## config.mk

```make
export PLATFORM = sky130hd
export DESIGN_NAME = irq_ctrl
export DESIGN_NICKNAME = d
export VERILOG_FILES = /design/src/rtl/irq_ctrl_pkg.sv /design/src/rtl/irq_prio_enc.sv /design/src/rtl/irq_ctrl.sv
export SDC_FILE = /design/constraint.sdc
export NUM_CORES = 1
export LEC_CHECK = 0
export BUFFER_PORTS_ARGS = -buffer_cell sky130_fd_sc_hd__buf_2
export CORE_AREA = 2 2 67 69
export DETAILED_ROUTE_END_ITERATION = 8
export DIE_AREA = 0 0 69 71
export PLACE_DENSITY = 0.65
export SYNTH_ARGS = -nofsm -noshare
export SYNTH_HDL_FRONTEND = slang
export SYNTH_SLANG_ARGS = --single-unit
export TNS_END_PERCENT = 10
```

## constraint.sdc

```tcl
create_clock -name clk_i -period 4.7 [get_ports clk_i]
set_clock_uncertainty 0.15 [all_clocks]
set_input_delay 0.94 -clock clk_i [delete_from_list [all_inputs] [get_ports clk_i]]
set_output_delay 0.94 -clock clk_i [all_outputs]
set_load 0.01 [all_outputs]
```

## src/rtl/irq_ctrl_pkg.sv

```systemverilog
// Shared definitions for the irq_ctrl interrupt controller: register offsets,
// FSM state encoding and a small index-to-one-hot helper.
package irq_ctrl_pkg;

  localparam logic [1:0] OFF_PEND = 2'd0;
  localparam logic [1:0] OFF_MASK = 2'd1;
  localparam logic [1:0] OFF_VEC  = 2'd2;
  localparam logic [1:0] OFF_ACK  = 2'd3;

  typedef enum logic [1:0] {
    IDLE   = 2'd0,
    ASSERT = 2'd1,
    GAP    = 2'd2
  } irq_state_e;

  function automatic logic [7:0] idx_onehot(input logic [2:0] idx);
    return 8'd1 << idx;
  endfunction

endpackage

```

## src/rtl/irq_prio_enc.sv

```systemverilog
// Combinational lowest-index-first priority encoder over 8 requests.
module irq_prio_enc (
  input  logic [7:0] req_i,
  output logic [2:0] idx_o,
  output logic       valid_o
);

  // Scan from the top down so the lowest set index wins.
  always_comb begin
    idx_o   = 3'd0;
    valid_o = |req_i;
    for (int i = 7; i >= 0; i--) begin
      if (req_i[i]) begin
        idx_o = 3'(i);
      end else begin
        idx_o = idx_o;
      end
    end
  end

endmodule

```

## src/rtl/irq_ctrl.sv

```systemverilog
// 8-source edge-triggered interrupt controller with PEND/MASK/VEC/ACK I/O registers.
// Optional macro IRQ_CTRL_SYNC_EN adds a 2-flop synchronizer on each source.
module irq_ctrl
  import irq_ctrl_pkg::*;
#(
  parameter logic [7:0] BASE_ADDR = 8'hF0
) (
  input  logic       clk_i,
  input  logic       rst_i,
  input  logic [7:0] src_i,
  input  logic [7:0] io_addr_i,
  input  logic [7:0] io_data_i,
  input  logic       io_we_i,
  output logic [7:0] io_data_o,
  output logic       irq_o
);

  logic [7:0] src_s, edge_s, clr_s, off_s, req_s, rdata_s;
  logic [7:0] prev_q, pend_q, pend_d, mask_q, mask_d;
  logic [2:0] idx_q, idx_d, enc_idx_s;
  logic       first_q, act_q, act_d, irq_q, irq_d;
  logic       hit_s, wr_s, ack_s, enc_valid_s;
  irq_state_e state_q, state_d;

`ifdef IRQ_CTRL_SYNC_EN
  logic [7:0] sync1_q, sync2_q;

  // Free-running so a source held high through reset is already settled at release.
  always_ff @(posedge clk_i) begin
    sync1_q <= src_i;
    sync2_q <= sync1_q;
  end

  assign src_s = sync2_q;
`else
  assign src_s = src_i;
`endif

  assign off_s  = io_addr_i - BASE_ADDR;
  assign hit_s  = (off_s < 8'd4);
  assign wr_s   = io_we_i && hit_s;
  assign ack_s  = wr_s && (off_s[1:0] == OFF_ACK) && (state_q == ASSERT);
  // first_q suppresses detection on the cycle after reset so held-high sources count as old.
  assign edge_s = src_s & ~prev_q & ~{8{first_q}};
  assign req_s  = pend_q & mask_q;

  irq_prio_enc u_prio (
    .req_i   (req_s),
    .idx_o   (enc_idx_s),
    .valid_o (enc_valid_s)
  );

  // PEND/MASK next state; a new edge beats any clear on the same bit.
  always_comb begin
    clr_s  = 8'h00;
    mask_d = mask_q;
    if (wr_s && (off_s[1:0] == OFF_PEND)) begin
      clr_s = io_data_i;
    end else begin
      clr_s = 8'h00;
    end
    if (ack_s) begin
      clr_s = clr_s | idx_onehot(idx_q);
    end else begin
      clr_s = clr_s;
    end
    if (wr_s && (off_s[1:0] == OFF_MASK)) begin
      mask_d = io_data_i;
    end else begin
      mask_d = mask_q;
    end
    pend_d = (pend_q & ~clr_s) | edge_s;
  end

  // Request FSM; irq_o follows ASSERT one cycle late and drops on the ACK edge.
  always_comb begin
    state_d = state_q;
    idx_d   = idx_q;
    act_d   = act_q;
    irq_d   = 1'b0;
    case (state_q)
      IDLE: begin
        if (enc_valid_s) begin
          state_d = ASSERT;
          idx_d   = enc_idx_s;
          act_d   = 1'b1;
        end else begin
          state_d = IDLE;
        end
      end
      ASSERT: begin
        irq_d = !ack_s;
        if (ack_s) begin
          state_d = GAP;
          act_d   = 1'b0;
        end else begin
          state_d = ASSERT;
        end
      end
      GAP:     state_d = IDLE;
      default: state_d = IDLE;
    endcase
  end

  // State and register update with synchronous reset.
  always_ff @(posedge clk_i) begin
    if (rst_i) begin
      prev_q  <= 8'h00;
      first_q <= 1'b1;
      pend_q  <= 8'h00;
      mask_q  <= 8'h00;
      idx_q   <= 3'd0;
      act_q   <= 1'b0;
      irq_q   <= 1'b0;
      state_q <= IDLE;
    end else begin
      prev_q  <= src_s;
      first_q <= 1'b0;
      pend_q  <= pend_d;
      mask_q  <= mask_d;
      idx_q   <= idx_d;
      act_q   <= act_d;
      irq_q   <= irq_d;
      state_q <= state_d;
    end
  end

  // Combinational read mux; ACK and undecoded addresses read as zero.
  always_comb begin
    rdata_s = 8'h00;
    if (hit_s) begin
      case (off_s[1:0])
        OFF_PEND: rdata_s = pend_q;
        OFF_MASK: rdata_s = mask_q;
        OFF_VEC:  rdata_s = {act_q, 4'b0000, idx_q};
        default:  rdata_s = 8'h00;
      endcase
    end else begin
      rdata_s = 8'h00;
    end
  end

  assign io_data_o = rdata_s;
  assign irq_o     = irq_q;

endmodule

```

After elaboration in Yosys (flattened, before gate mapping)

Cells that the tools add are included.

Register bits after elaboration: 32
Bits in latches: 0
Memory bits (writable): 0
Bits in read-only memories: 0
Bits of input ports: 27
Output and inout port bits: 9
Logic and storage cells: 59
Memories kept: 0

Add/subtract/negate cells: 1
Multipliers: 0
Div/mod/pow operators: 0
Order comparisons: 1
Equality and inequality tests: 6
Shifts and indexed selects: 1
Mux-type cells: 19
Bitwise gates (word level): 10
Reductions and logical operators: 13

Operator list:

| operator                                                              | number |
|---|---|
| 8-bit AND                                                             | 4 |
| 3-bit 2-to-1 mux                                                      | 8 |
| 8-bit 2-to-1 mux                                                      | 3 |
| 8-bit NOT                                                             | 3 |
| 8-bit one-hot mux with 3 select lines                                 | 1 |
| 8-bit OR                                                              | 2 |
| 8-bit by 3-bit < comparator with 1-bit output, second input constant  | 1 |
| 8-bit OR reduction                                                    | 1 |
| 1-bit by 3-bit left shift with 8-bit output, first input constant     | 1 |
| 8-bit subtractor, second input constant                               | 1 |
| 1-bit logical AND                                                     | 5 |
| 2-bit by 1-bit equality test with 1-bit output, second input constant | 2 |
| 2-bit equality test, second input constant                            | 2 |
| 2-bit logical NOT                                                     | 2 |
| 1-bit 2-to-1 mux                                                      | 4 |
| 2-bit != test, second input constant                                  | 2 |
| 2-bit one-hot mux with 2 select lines                                 | 1 |
| 3-bit AND reduction                                                   | 1 |
| 2-bit 2-to-1 mux                                                      | 1 |
| 1-bit one-hot mux with 2 select lines                                 | 1 |
| 2-bit AND reduction                                                   | 1 |
| 2-bit nonzero test                                                    | 1 |
| 2-bit OR reduction                                                    | 1 |
| 1-bit logical NOT                                                     | 1 |
| 1-bit NOT                                                             | 1 |

Longest topological paths before layout

Depth after elaboration: 10
Mapped depth: 6
Mapped depth without buffers: 4

Cells and area by module

A second synthesis with hierarchy kept.

Cells, all modules: 193
Area total of the unflattened synthesis: 1707.9 um^2

By module, submodules not included:

| module       | instances | cells each | area each (um^2) | seq. area each (um^2) |
|---|---|---|---|---|
| irq_ctrl     | 1         | 180        | 1626.6           | 640.6 |
| irq_prio_enc | 1         | 13         | 81.3             | 0.0 |

Worst setup path after synthesis

OpenSTA, ideal clock, no wires.

Path kind: input to output
From: input io_addr_i[2]
To: output io_data_o[3]
Arrival: 1.764 ns
Required time: 3.610 ns
Slack: 1.846 ns
Cell stages on the path: 4
Path buffers: 1
Path through: and4b_1 > buf_6 > nand2_1 > nor3_1

Longest elaborated chain between the ends: 3

Ends and longest elaborated chain:

| element                                       | RTL line        | RTL |
|---|---|---|
| start, declared                               | irq_ctrl.sv:11  | `input logic [7:0] io_addr_i,` |
| 8-bit subtractor                              | irq_ctrl.sv:39  | `assign off_s = io_addr_i - BASE_ADDR;` |
| 8-bit by 3-bit < comparator with 1-bit output | irq_ctrl.sv:40  | `assign hit_s = (off_s < 8'd4);` |
| 8-bit 2-to-1 mux                              | irq_ctrl.sv:131 | `if (hit_s) begin` |
| end, declared                                 | irq_ctrl.sv:14  | `output logic [7:0] io_data_o,` |

Every way passes these cells.

Worst setup path after layout

From: input io_addr_i[3]
To: output io_data_o[4]

Same word-level chain as after synthesis.

==> results.yml <==
status:
  outcome: "finished clean"
sta:
  fin_crit_sh_pct: 67.6
  rsz0062_at_grt: "no"
  period_minus_slack_ns: 3.18
  max_freq_ghz: 0.315
  slew_headroom_pct: 65.7
  maxSlewViolCount: 0
  tns_ns: 0
  tightest_slew_ns: 0.514
  setup_viol: 0
  fin_ws_ns: 1.52
  final-hold-violation-count: 0
die:
  die_w_um: 69
  die_area_um2: 4900
  core_um2: 4200
  fp.dieH_um: 71
  num_rows: 24
  io_pins: 36
  start_util_pct: 37.8
logic_synthesis:
  synthXorXnorAreaFrac_pct: 0
  syn_avg_cell_area_um2: 9.02
  synth_top_family_by_area: "simple AND/OR/NAND/NOR gates"
  synth.area.top_cells: "dfxtp_1 40%, mux2i_1 10%, nor2_1 5.4%"
  syn_inst: 176
  yosysWarnings: 0
  synth_top_area_share_pct: 40.3
  synthMuxAreaShare_pct: 10.1
  synth_compound_gate_area_share_pct: 18.5
  yosysTopAreaCell: "dfxtp_1"
  synth_seq_cells: 32
  synth_fp_nets: 203
  synth_cell_types: 38
  synthSimpleGateAreaFrac_pct: 26.6
  synthAdderAreaFrac_pct: 0
  synth-seq-area-share_pct: 40.3
  synth.cell_area_um2: 1590
routing:
  drt-total-wl_um: 3630
  wl_per_cell_um: 13.9
  vias: 1377
  vias_per_cell: 5.26
  antenna_left: 0
  topRoutingLayerUsed: "met4"
  drt-initial-drc-count: 162
  drc: 0
  met1_length_um: 1680
  met2WireLength_um: 1700
  dr_wl_met3_um: 198
  drtPass1Iterations: 4
cells_and_area:
  regArea_um2: 641
  area_delta_synth_final_pct: 18.7
  multi_input_area_um2: 877
  layout-drive-gt1-share_pct: 24.8
  nets: 236
  fill_cells: 438
  diodes: 0
power:
  p_seq_share_pct: 48.8
  peakVddDrop_uv: 164
  internal-power_w: 0.000459
  pwr-share-clk_pct: 43.9
  p_leak_nw: 0.727
  power_frac_comb_pct: 7.3
  powerDensity_nw_per_um2: 315
  p_switching_w: 0.000134
  switching_share_pct: 22.6
clock_network:
  ctsHoldBuffers: 0
  cts-root-buf: "clkbuf_8"
  cts_htree_levels: 2
  cts_tree: "done"
  clock_sinks: 32
  post_cts_resized: 0
  insertion_delay_ns: 0.28
  path_clk_slew_ns: 0.06
  clockBufferDepth: 2
  cts_setup_buffers: 0
  cts_made_buffers: 5
critical_path:
  critPathRequiredTime_ns: 3.61
  path_common_cell: "buf_2"
  critical_path.max_stage_delay_ns: 0.31
  worstPathArrival_ns: 2.09
  r2r_start: "state_q[0]$_SDFF_PP0_"
  crit_slowest_cell: "nand2_1"
  worst_setup_path_end_kind: "output pin"
  critPathKind: "in2out"
  setup.worst_path.start_class: "input pin"
  critPathLaunch: "io_addr_i[3]"
  worstPathCellList: "buf_2 -> nor2b_1 -> nand2_1 -> nor3_1 -> buf_2"
  cp_max_fo: 9
place:
  portBuffers: 35
  place_ws_ns: 1.52
  hpwl_um: 2710
  gp_congestion: 0.893
min_path:
  min_from: "prev_q[6]$_SDFF_PP0_"
  hold_class: "reg2reg"
job:
  drv_cap: 0
grt:
  grt_max_degree: 26
  grt.overflow.total: 0
  antenna_found_initial: 0
  grt_pass1_wl_um: 6040
  grt.total_usage_pct: 15.5
  grt_pass1_vias: 1275
[Yosys cell counts]
library cell,instances
a211o_1,1
and2_4,1
nor3b_2,1
nand3_1,1
a21oi_1,7
a32o_1,3
a2111oi_4,1
and4b_1,2
nand4_1,5
buf_6,2
and3_4,1
buf_1,1
nor3_1,9
mux2i_1,16
and2_1,2
clkbuf_1,1
a31oi_1,1
clkinv_1,1
nand2b_1,2
nor2b_1,10
nor3b_1,6
and4_1,1
a22oi_1,5
o32ai_1,1
nor2_1,23
a31o_2,5
a21boi_0,1
nand2_1,13
dfxtp_1,32
o2bb2ai_1,2
or2_0,1
a41o_1,1
o21ai_0,2
inv_1,3
buf_2,5
and3_1,1
a211oi_1,1
a32oi_1,5
[critical path, delay by kind of cell]
| kind | cells | cell delay [ns] |
|---|---|---|
| simple gates | 3 | 0.88 |
| buf+inv | 2 | 0.27 |
[flip-flops by register name, indices dropped and copies added, names as in the netlist]
name and flops:
irq_o 1, act_q 1, pend_q 8, first_q 1
prev_q 8, state_q 2, idx_q 3, mask_q 8
[power groups by stage]
stage                     clock network (W)  registers [W]   logic, W
after floorplan                           0       0.000293  0.0000277
after global placement                    0       0.000295  0.0000430
after detailed placement                  0       0.000295  0.0000436
after CTS                          0.000265       0.000289  0.0000438
after global routing               0.000276       0.000291  0.0000482
final                              0.000260       0.000289  0.0000435
[kinds of logic after synthesis]
family	after synthesis
flip-flops	32
AND/OR/NAND/NOR	79
buffers and inverters	13
AO/OA/AOI/OAI	36
multiplexers	16
[cells in the final DEF (no fill, tap or decap), types with 2 or more instances in the layout]
| cell type | count |
|---|---|
| nor2b_1 | 10 |
| a32oi_1 | 5 |
| nor3b_1 | 6 |
| o21ai_0 | 2 |
| a32o_1 | 3 |
| a21oi_1 | 7 |
| mux2i_1 | 16 |
| and4b_1 | 2 |
| inv_1 | 3 |
| buf_2 | 35 |
| o2bb2ai_1 | 2 |
| nor2_1 | 23 |
| nor3_1 | 9 |
| a22oi_1 | 5 |
| a31o_2 | 5 |
| nand2b_1 | 2 |
| clkbuf_8 | 5 |
| nand4_1 | 5 |
| dfxtp_1 | 32 |
| nand2_1 | 13 |
| and2_1 | 2 |
[final cells by class]
cell class / instances / area share (%)
inverter: 4 / 0.797
clock buffer: 5 / 3.65
clock inverter: 3 / 2.26
timing repair buffer: 35 / 9.30
sequential: 32 / 34.0
multi-input combinational: 131 / 46.5
tap: 52 / 3.45
[metrics by stage]
step	util, %	hold slack (ns)	power [W]	std cells	instance area, um2
finish	44.8	0.334	0.000593	262	1880
global route	44.8	0.362	0.000615	262	1880
CTS	44.8	0.337	0.000598	262	1880
detailed placement	42.2	0.328	0.000339	254	1770
global placement	42.2	0.318	0.000338	254	1770
floorplan	-	0.313	0.000321	176	1590
[final timing paths]
check	end	slack [ns]	cells past startpoint
setup / recovery	io_data_o[4]	1.52	5
hold / removal	pend_q[6]$_SDFF_PP0_	0.33	2
setup reg to reg	pend_q[3]$_SDFF_PP0_	3.08	4
hold reg to reg	pend_q[6]$_SDFF_PP0_	0.33	2
[metal layers]
metal / vias up / global-route usage (%)
met3: 5 / 3.99
met2: 40 / 25.0
met4: 0 / 5.23
met5: - / 0
li1: 710 / -
met1: 622 / 20.5
(Power assumes the default switching activity.)
